**src/rtl/rob_superscalar.sv**
```systemverilog
// ----------------------------------------------------------------------------
// rob_superscalar
// Multi-lane reorder buffer for the out-of-order core. Rename/dispatch
// allocates up to DISP_W entries per cycle in program order, the CDB ports
// mark entries done, and up to COMMIT_W done entries retire in order towards
// the RRAT / free list. A mispredicted control op retires normally and
// squashes every younger entry in the same cycle.
//
// Ports
//   clk, rst            clock, synchronous active-high reset
//   disp_valid_i        per-lane allocate request (contiguous from lane 0)
//   disp_rd_i/pd_i      arch / phys destination per dispatch lane
//   disp_ready_o        all DISP_W lanes may allocate this cycle
//   disp_tag_o          tag handed to dispatch lane k (tail + k)
//   cdb_valid_i         completion strobe per CDB port
//   cdb_tag_i           tag of the completing entry (wrap bit in MSB)
//   cdb_result_i        result value per port
//   cdb_regf_we_i       completing entry writes a register
//   cdb_mispredict_i    completing entry is a mispredicted control op
//   commit_valid_o      commit lane retires this cycle
//   commit_rd_o/pd_o    retiring arch / phys destination
//   commit_result_o     retiring result
//   commit_regf_we_o    RRAT update enable
//   flush_out_o         younger-than-branch squash this cycle
//   occupancy_o         registered live-entry count, 0..DEPTH
// ----------------------------------------------------------------------------
module rob_superscalar #(
    parameter int DEPTH    = 16,
    parameter int IDX_W    = $clog2(DEPTH),
    parameter int DISP_W   = 2,
    parameter int COMMIT_W = 2,
    parameter int CDB_N    = 2,
    parameter int A_REG_W  = 5,
    parameter int P_REG_W  = 6,
    parameter int DATA_W   = 32
) (
    input  logic                          clk,
    input  logic                          rst,
    input  logic [DISP_W-1:0]             disp_valid_i,
    input  logic [DISP_W*A_REG_W-1:0]     disp_rd_i,
    input  logic [DISP_W*P_REG_W-1:0]     disp_pd_i,
    output logic                          disp_ready_o,
    output logic [DISP_W*(IDX_W+1)-1:0]   disp_tag_o,
    input  logic [CDB_N-1:0]              cdb_valid_i,
    input  logic [CDB_N*(IDX_W+1)-1:0]    cdb_tag_i,
    input  logic [CDB_N*DATA_W-1:0]       cdb_result_i,
    input  logic [CDB_N-1:0]              cdb_regf_we_i,
    input  logic [CDB_N-1:0]              cdb_mispredict_i,
    output logic [COMMIT_W-1:0]           commit_valid_o,
    output logic [COMMIT_W*A_REG_W-1:0]   commit_rd_o,
    output logic [COMMIT_W*P_REG_W-1:0]   commit_pd_o,
    output logic [COMMIT_W*DATA_W-1:0]    commit_result_o,
    output logic [COMMIT_W-1:0]           commit_regf_we_o,
    output logic                          flush_out_o,
    output logic [IDX_W:0]                occupancy_o
);

    localparam int PTR_W = IDX_W + 1;

    // Pointers carry one extra wrap bit so that full and empty are distinct
    // and so that stale CDB tags from a previous lap can be rejected.
    logic [PTR_W-1:0]   head_q, head_d;
    logic [PTR_W-1:0]   tail_q, tail_d;
    logic [PTR_W-1:0]   occ_q, occ_d;

    logic [DEPTH-1:0]   valid_q, valid_d;
    logic [DEPTH-1:0]   done_q, done_d;
    logic [DEPTH-1:0]   wrap_q;
    logic [DEPTH-1:0]   regf_we_q;
    logic [DEPTH-1:0]   mispred_q;
    logic [A_REG_W-1:0] rd_q     [DEPTH];
    logic [P_REG_W-1:0] pd_q     [DEPTH];
    logic [DATA_W-1:0]  result_q [DEPTH];

    logic [IDX_W+1:0]   free_slots;
    logic [PTR_W-1:0]   disp_ptr [DISP_W];
    logic [DISP_W-1:0]  alloc_en;
    logic [PTR_W-1:0]   alloc_cnt;

    logic [PTR_W-1:0]   cdb_tag_w [CDB_N];
    logic [IDX_W-1:0]   cdb_slot  [CDB_N];
    logic [CDB_N-1:0]   cdb_hit;

    logic [PTR_W-1:0]   commit_ptr  [COMMIT_W];
    logic [IDX_W-1:0]   commit_slot [COMMIT_W];
    logic [PTR_W-1:0]   commit_cnt;
    logic               chain_ok;

    assign occupancy_o = occ_q;

    // Ready is derived from the registered count only, so slots freed by a
    // commit in this cycle become usable one cycle later.
    assign free_slots   = (IDX_W+2)'(DEPTH) - {1'b0, occ_q};
    assign disp_ready_o = (free_slots >= (IDX_W+2)'(DISP_W));

    // Dispatch lanes map onto consecutive tags starting at tail. A flush
    // cycle swallows any dispatch so the new tail equals the new head.
    always_comb begin
        alloc_cnt = '0;
        for (int k = 0; k < DISP_W; k++) begin
            disp_ptr[k]                  = tail_q + PTR_W'(k);
            disp_tag_o[k*PTR_W +: PTR_W] = disp_ptr[k];
            alloc_en[k]                  = disp_valid_i[k] & disp_ready_o & ~flush_out_o;
            alloc_cnt                    = alloc_cnt + PTR_W'(alloc_en[k]);
        end
    end

    // A completion only lands when the slot is live and its wrap bit matches
    // the tag's, so a late result from a squashed or already-retired lap is
    // silently dropped.
    always_comb begin
        for (int p = 0; p < CDB_N; p++) begin
            cdb_tag_w[p] = cdb_tag_i[p*PTR_W +: PTR_W];
            cdb_slot[p]  = cdb_tag_w[p][IDX_W-1:0];
            cdb_hit[p]   = cdb_valid_i[p] & valid_q[cdb_slot[p]] &
                           (wrap_q[cdb_slot[p]] == cdb_tag_w[p][IDX_W]);
        end
    end

    // Commit lanes form an in-order chain: a lane retires only if every older
    // lane retires too, and a mispredicting lane retires but breaks the chain.
    always_comb begin
        chain_ok         = 1'b1;
        commit_cnt       = '0;
        flush_out_o      = 1'b0;
        commit_valid_o   = '0;
        commit_rd_o      = '0;
        commit_pd_o      = '0;
        commit_result_o  = '0;
        commit_regf_we_o = '0;
        for (int k = 0; k < COMMIT_W; k++) begin
            commit_ptr[k]  = head_q + PTR_W'(k);
            commit_slot[k] = commit_ptr[k][IDX_W-1:0];
            commit_valid_o[k] = chain_ok & (PTR_W'(k) < occ_q) &
                                valid_q[commit_slot[k]] & done_q[commit_slot[k]];
            commit_rd_o[k*A_REG_W +: A_REG_W]    = rd_q[commit_slot[k]];
            commit_pd_o[k*P_REG_W +: P_REG_W]    = pd_q[commit_slot[k]];
            commit_result_o[k*DATA_W +: DATA_W]  = result_q[commit_slot[k]];
            commit_regf_we_o[k]                  = regf_we_q[commit_slot[k]];
            if (commit_valid_o[k]) begin
                commit_cnt = commit_cnt + PTR_W'(1);
                if (mispred_q[commit_slot[k]]) begin
                    flush_out_o = 1'b1;
                end
            end
            chain_ok = commit_valid_o[k] & ~mispred_q[commit_slot[k]];
        end
    end

    // Next-state for the per-entry status bits and the pointers. Allocation
    // targets free slots and commit targets live ones, so the two never hit
    // the same slot; a flush wipes everything that is still live.
    always_comb begin
        valid_d = valid_q;
        done_d  = done_q;
        for (int k = 0; k < DISP_W; k++) begin
            if (alloc_en[k]) begin
                valid_d[disp_ptr[k][IDX_W-1:0]] = 1'b1;
                done_d[disp_ptr[k][IDX_W-1:0]]  = 1'b0;
            end
        end
        for (int p = 0; p < CDB_N; p++) begin
            if (cdb_hit[p]) begin
                done_d[cdb_slot[p]] = 1'b1;
            end
        end
        for (int k = 0; k < COMMIT_W; k++) begin
            if (commit_valid_o[k]) begin
                valid_d[commit_slot[k]] = 1'b0;
                done_d[commit_slot[k]]  = 1'b0;
            end
        end
        head_d = head_q + commit_cnt;
        if (flush_out_o) begin
            valid_d = '0;
            done_d  = '0;
            tail_d  = head_d;
            occ_d   = '0;
        end else begin
            tail_d  = tail_q + alloc_cnt;
            occ_d   = occ_q + alloc_cnt - commit_cnt;
        end
    end

    always_ff @(posedge clk) begin
        if (rst) begin
            head_q  <= '0;
            tail_q  <= '0;
            occ_q   <= '0;
            valid_q <= '0;
            done_q  <= '0;
        end else begin
            head_q  <= head_d;
            tail_q  <= tail_d;
            occ_q   <= occ_d;
            valid_q <= valid_d;
            done_q  <= done_d;
        end
    end

    // Payload storage needs no reset: it is only observed through entries
    // whose valid/done bits are set, and those are always written first.
    always_ff @(posedge clk) begin
        for (int k = 0; k < DISP_W; k++) begin
            if (alloc_en[k]) begin
                rd_q[disp_ptr[k][IDX_W-1:0]]   <= disp_rd_i[k*A_REG_W +: A_REG_W];
                pd_q[disp_ptr[k][IDX_W-1:0]]   <= disp_pd_i[k*P_REG_W +: P_REG_W];
                wrap_q[disp_ptr[k][IDX_W-1:0]] <= disp_ptr[k][IDX_W];
            end
        end
        for (int p = 0; p < CDB_N; p++) begin
            if (cdb_hit[p]) begin
                result_q[cdb_slot[p]]  <= cdb_result_i[p*DATA_W +: DATA_W];
                regf_we_q[cdb_slot[p]] <= cdb_regf_we_i[p];
                mispred_q[cdb_slot[p]] <= cdb_mispredict_i[p];
            end
        end
    end

endmodule

```
**config.mk**
```make
export PLATFORM = sky130hd
export DESIGN_NAME = rob_superscalar
export DESIGN_NICKNAME = d
export VERILOG_FILES = /design/src/rtl/rob_superscalar.sv
export SDC_FILE = /design/constraint.sdc
export NUM_CORES = 2
export LEC_CHECK = 0
export CORE_ASPECT_RATIO = 1.2
export CORE_MARGIN = 4
export CORE_UTILIZATION = 62
export CTS_CLUSTER_SIZE = 12
export DETAILED_ROUTE_END_ITERATION = 16
export GPL_TIMING_DRIVEN = 0
export PLACE_DENSITY = 0.82
export SYNTH_ARGS = -nofsm -noshare
export SYNTH_HDL_FRONTEND = slang
export SYNTH_SLANG_ARGS = --single-unit
```
**constraint.sdc**
```tcl
create_clock -name clk -period 7.7 [get_ports clk]
set_input_delay 1.155 -clock clk [delete_from_list [all_inputs] [get_ports clk]]
set_output_delay 1.155 -clock clk [all_outputs]
set_load 0.1 [all_outputs]
```
==> impl_metrics.toml <==
[status]
status = "finished with violations"
violations = "max-capacitance violations, max-slew violations, negative setup slack"

[logic_synthesis]
ys.flop_type = "edfxtp_1"
ys_warn_count = 0
synth_edf_count = 688
ys_seq_area_share_pct = 48.74
yosys.cell_types.count = 70
synthCells = 2924
synth_area_per_cell_sq_um = 15.83
async_flop_share_pct = 0
synth.cell_area_sq_mm = 0.04629
ys_seq_elements = 783
syn_nets = 3062

[sta]
clock.fmax_ghz = 0.1298
finalClockSkew_ps = 23.05
whs_ps = 483.7
grt_setup_unrepaired = "false"
setup_viol = 1
slew-limit-headroom_pct = -10.87
post-route-period-util_pct = 100.0
slew_viol_final = 22
setup_slack_ps = -2.916
hold_viol = 0
worstMarginPinSlew_ps = 1654
post-route-min-period_ps = 7703

[route]
wire_per_inst_microns = 36.13
drt_first_iter_violations = 4853
viasPerCell = 7.484
vias = 32090
drt_first_pass_iters = 7
wirelength_mm = 154.9
drc = 0
detail-route-antenna-nets = 0

[critical_path]
crit_type = "register to output pin"
required_ps = 6550
r2r_end = "occupancy_o[4]$_SDFF_PP0_"
crit_buf_inv = 7
path_max_fanout = 10
critPathSlowestCell = "clkdlybuf4s50_1"
endpoint = "commit_result_o[31]"
arrival_ps = 6550
crit_path_frequent_cell = "clkbuf_1"
path_cells = "buf_2, buf_2, clkbuf_1, clkbuf_1, clkbuf_1, clkbuf_1, mux4_2, mux4_2, clkdlybuf4s50_1"
cp-startpoint = "head_q[0]$_SDFF_PP0_"
worst_setup_path_end_kind = "output pin"
reg2reg_slack_ps = 640
cp-start-kind = "register"
max_stage_delay_ps = 1010
crit_family = "buffers and inverters"
rr_startpoint = "head_q[1]$_SDFF_PP0_"
cp_num_cells = 9
rr_worst_depth = 26

[cts]
post_cts_buffers = 0
clk_path_buf_depth = 3
insertion_delay_ps = 670
root_buffer = "clkbuf_16"
clock_sinks = 783
htree_levels = 3
clk_pin_slew_ps = 60
cts_buffers = 81
cts_tree = "built"

[die]
die_x_microns = 257.4
row_count = 109
die_area_sq_mm = 0.07911
die_y_microns = 307.3
ioPinCount = 213
start_util_pct = 62.74
core_area_sq_mm = 0.07378

[power]
irDropWorstVdd_uv = 247.7
power.leakage_nw = 16.86
power.density_mw_per_mm2 = 212.8
total_power_w = 0.01116

[finish]
final_nets = 3370
fin_cells = 4288
fillers = 4753
utilization_pct = 71.07
area_growth_pct = 13.29
drive_above_1_share_pct = 42.22

[global_routing]
grt_pass1_vias = 33100
grt_use_total_pct = 38.82
antenna_found_initial = 12
grt_pass1_wl_mm = 222.5
grt_max_degree = 29
overflow = 0

[job]
drv_cap = 2

[placed_design]
place.gp.congestion = 0.9765
io_buffers = 206
post-place-cells = 4150
place_hpwl_mm = 107.7
pre_cts_ws_ps = -1513

[worst_hold_path]
hold_path.class = "register to register"
[per-layer routing]
metal	global-route usage, %	part of all wire, %
met1	47.05	32
met2	63.60	48
met3	9.063	12
met4	24.46	7.7
met5	0	0.039
[power breakdown]
part / switching (W) / total [W] / leakage, nW / internal, W
Clock: 0.00172 / 0.00375 / 1.15 / 0.00202
Sequential: 0.000160 / 0.00504 / 6.97 / 0.00488
Combinational: 0.00155 / 0.00238 / 8.74 / 0.000830
Total: 0.00343 / 0.0112 / 16.9 / 0.00773
[stage by stage]
step           setup TNS (ps)  area (sq um)
2_1_floorplan               0         46290
3_3_place_gp          -127170         49600
3_5_place_dp          -108220         50070
4_1_cts                     0         52410
5_1_grt                     0         52430
6_report               -2.916         52440
[synthesized netlist by cell type (all sizes together), types with 16 or more instances]
cell | instances | area, sq um
edfxtp | 688 | 20660
mux2 | 657 | 7571
mux4 | 470 | 10590
clkbuf | 195 | 732.0
nand2 | 175 | 671.9
buf | 111 | 575.6
dfxtp | 95 | 1902
nor2 | 89 | 349.1
o21ai | 53 | 265.3
mux2i | 43 | 430.4
inv | 41 | 153.9
a21oi | 34 | 170.2
ha | 28 | 350.3
nand3 | 22 | 115.1
a31oi | 17 | 106.4
nor3 | 16 | 96.35
[sequential cells by signal (all words and copies together) (netlist names)]
name	count
occupancy_o	5
tail_q	5
mispred_q	16
rd_q	80
pd_q	96
wrap_q	16
done_q	16
head_q	5
regf_we_q	16
valid_q	16
result_q	512
[worst reg2reg max path: stages (launching register included)]
cell,delay [ps]
dfxtp_1,560
buf_4,530
clkbuf_2,560
inv_1,250
ha_1,430
clkbuf_1,590
mux4_2,420
mux2i_1,210
mux2i_1,120
a41oi_2,490
or2_1,170
buf_4,170
clkbuf_1,420
and3_1,270
ha_1,270
inv_1,70
ha_1,220
inv_1,60
ha_1,160
inv_1,60
fa_1,460
inv_1,70
a21oi_1,50
nor2_1,100
nor2_1,60
xnor2_1,120
nor2_1,50
[placed cells by master (no fill, tap or decap), drive strengths merged, types with 11 or more instances in the layout]
cell type,Yosys,routed
nand2,175,175
clkdlybuf4s50,0,161
o31ai,15,15
and3,15,15
buf,111,128
edfxtp,688,688
o21ba,13,13
mux2i,43,43
clkinv,0,17
o21ai,53,53
mux2,657,657
a21oi,34,34
nand3,22,22
dfxtp,95,95
clkbuf,195,308
dlygate4sd2,0,44
mux4,470,470
xor2,11,11
a31oi,17,17
inv,41,45
nor3,16,16
nor2,89,89
ha,28,28
a2bb2oi,11,11
[repair_timing]
item / CTS / global route
endpoints found under the setup margin: 219 / 30
hold endpoints to repair: 0 / 0
hold buffers: 0 / 0
pin swaps: 0 / 0
resized for setup: 63 / 2
[worst min-delay path by stage]
| stage | start | end | cells past startpoint |
|---|---|---|---|
| floorplan | done_q[15]$_SDFF_PP0_ | done_q[15]$_SDFF_PP0_ | 2 |
| global placement | wrap_q[11]$_DFF_P_ | wrap_q[11]$_DFF_P_ | 2 |
| detailed placement | done_q[15]$_SDFF_PP0_ | done_q[15]$_SDFF_PP0_ | 2 |
| CTS | done_q[15]$_SDFF_PP0_ | done_q[15]$_SDFF_PP0_ | 2 |
| global route | done_q[15]$_SDFF_PP0_ | done_q[15]$_SDFF_PP0_ | 2 |
| finish | done_q[15]$_SDFF_PP0_ | done_q[15]$_SDFF_PP0_ | 2 |
[layout make-up]
| cell class | count | area (sq um) | share of cell area [%] |
|---|---|---|---|
| antenna | 6 | 15.01 | 0.02863 |
| tap | 999 | 1250 | 2.384 |
| clock buffer | 111 | 2192 | 4.180 |
| clock inverter | 23 | 186.4 | 0.3555 |
| multi-input combinational | 1794 | 22310 | 42.55 |
| buffer | 304 | 1325 | 2.527 |
| timing repair buffer | 227 | 2444 | 4.660 |
| sequential | 783 | 22560 | 43.02 |
| inverter | 41 | 153.9 | 0.2935 |
[cell families after synthesis]
logic type	after synthesis	synth area share, %
buffers and inverters	347	3.157
adder cells (fa/ha/maj)	32	0.9299
AND/OR/NAND/NOR	386	3.898
XOR/XNOR	20	0.3784
AO/OA/AOI/OAI	186	2.741
flip-flops	783	48.74
multiplexers	1170	40.15
(Power assumes the default switching activity.)
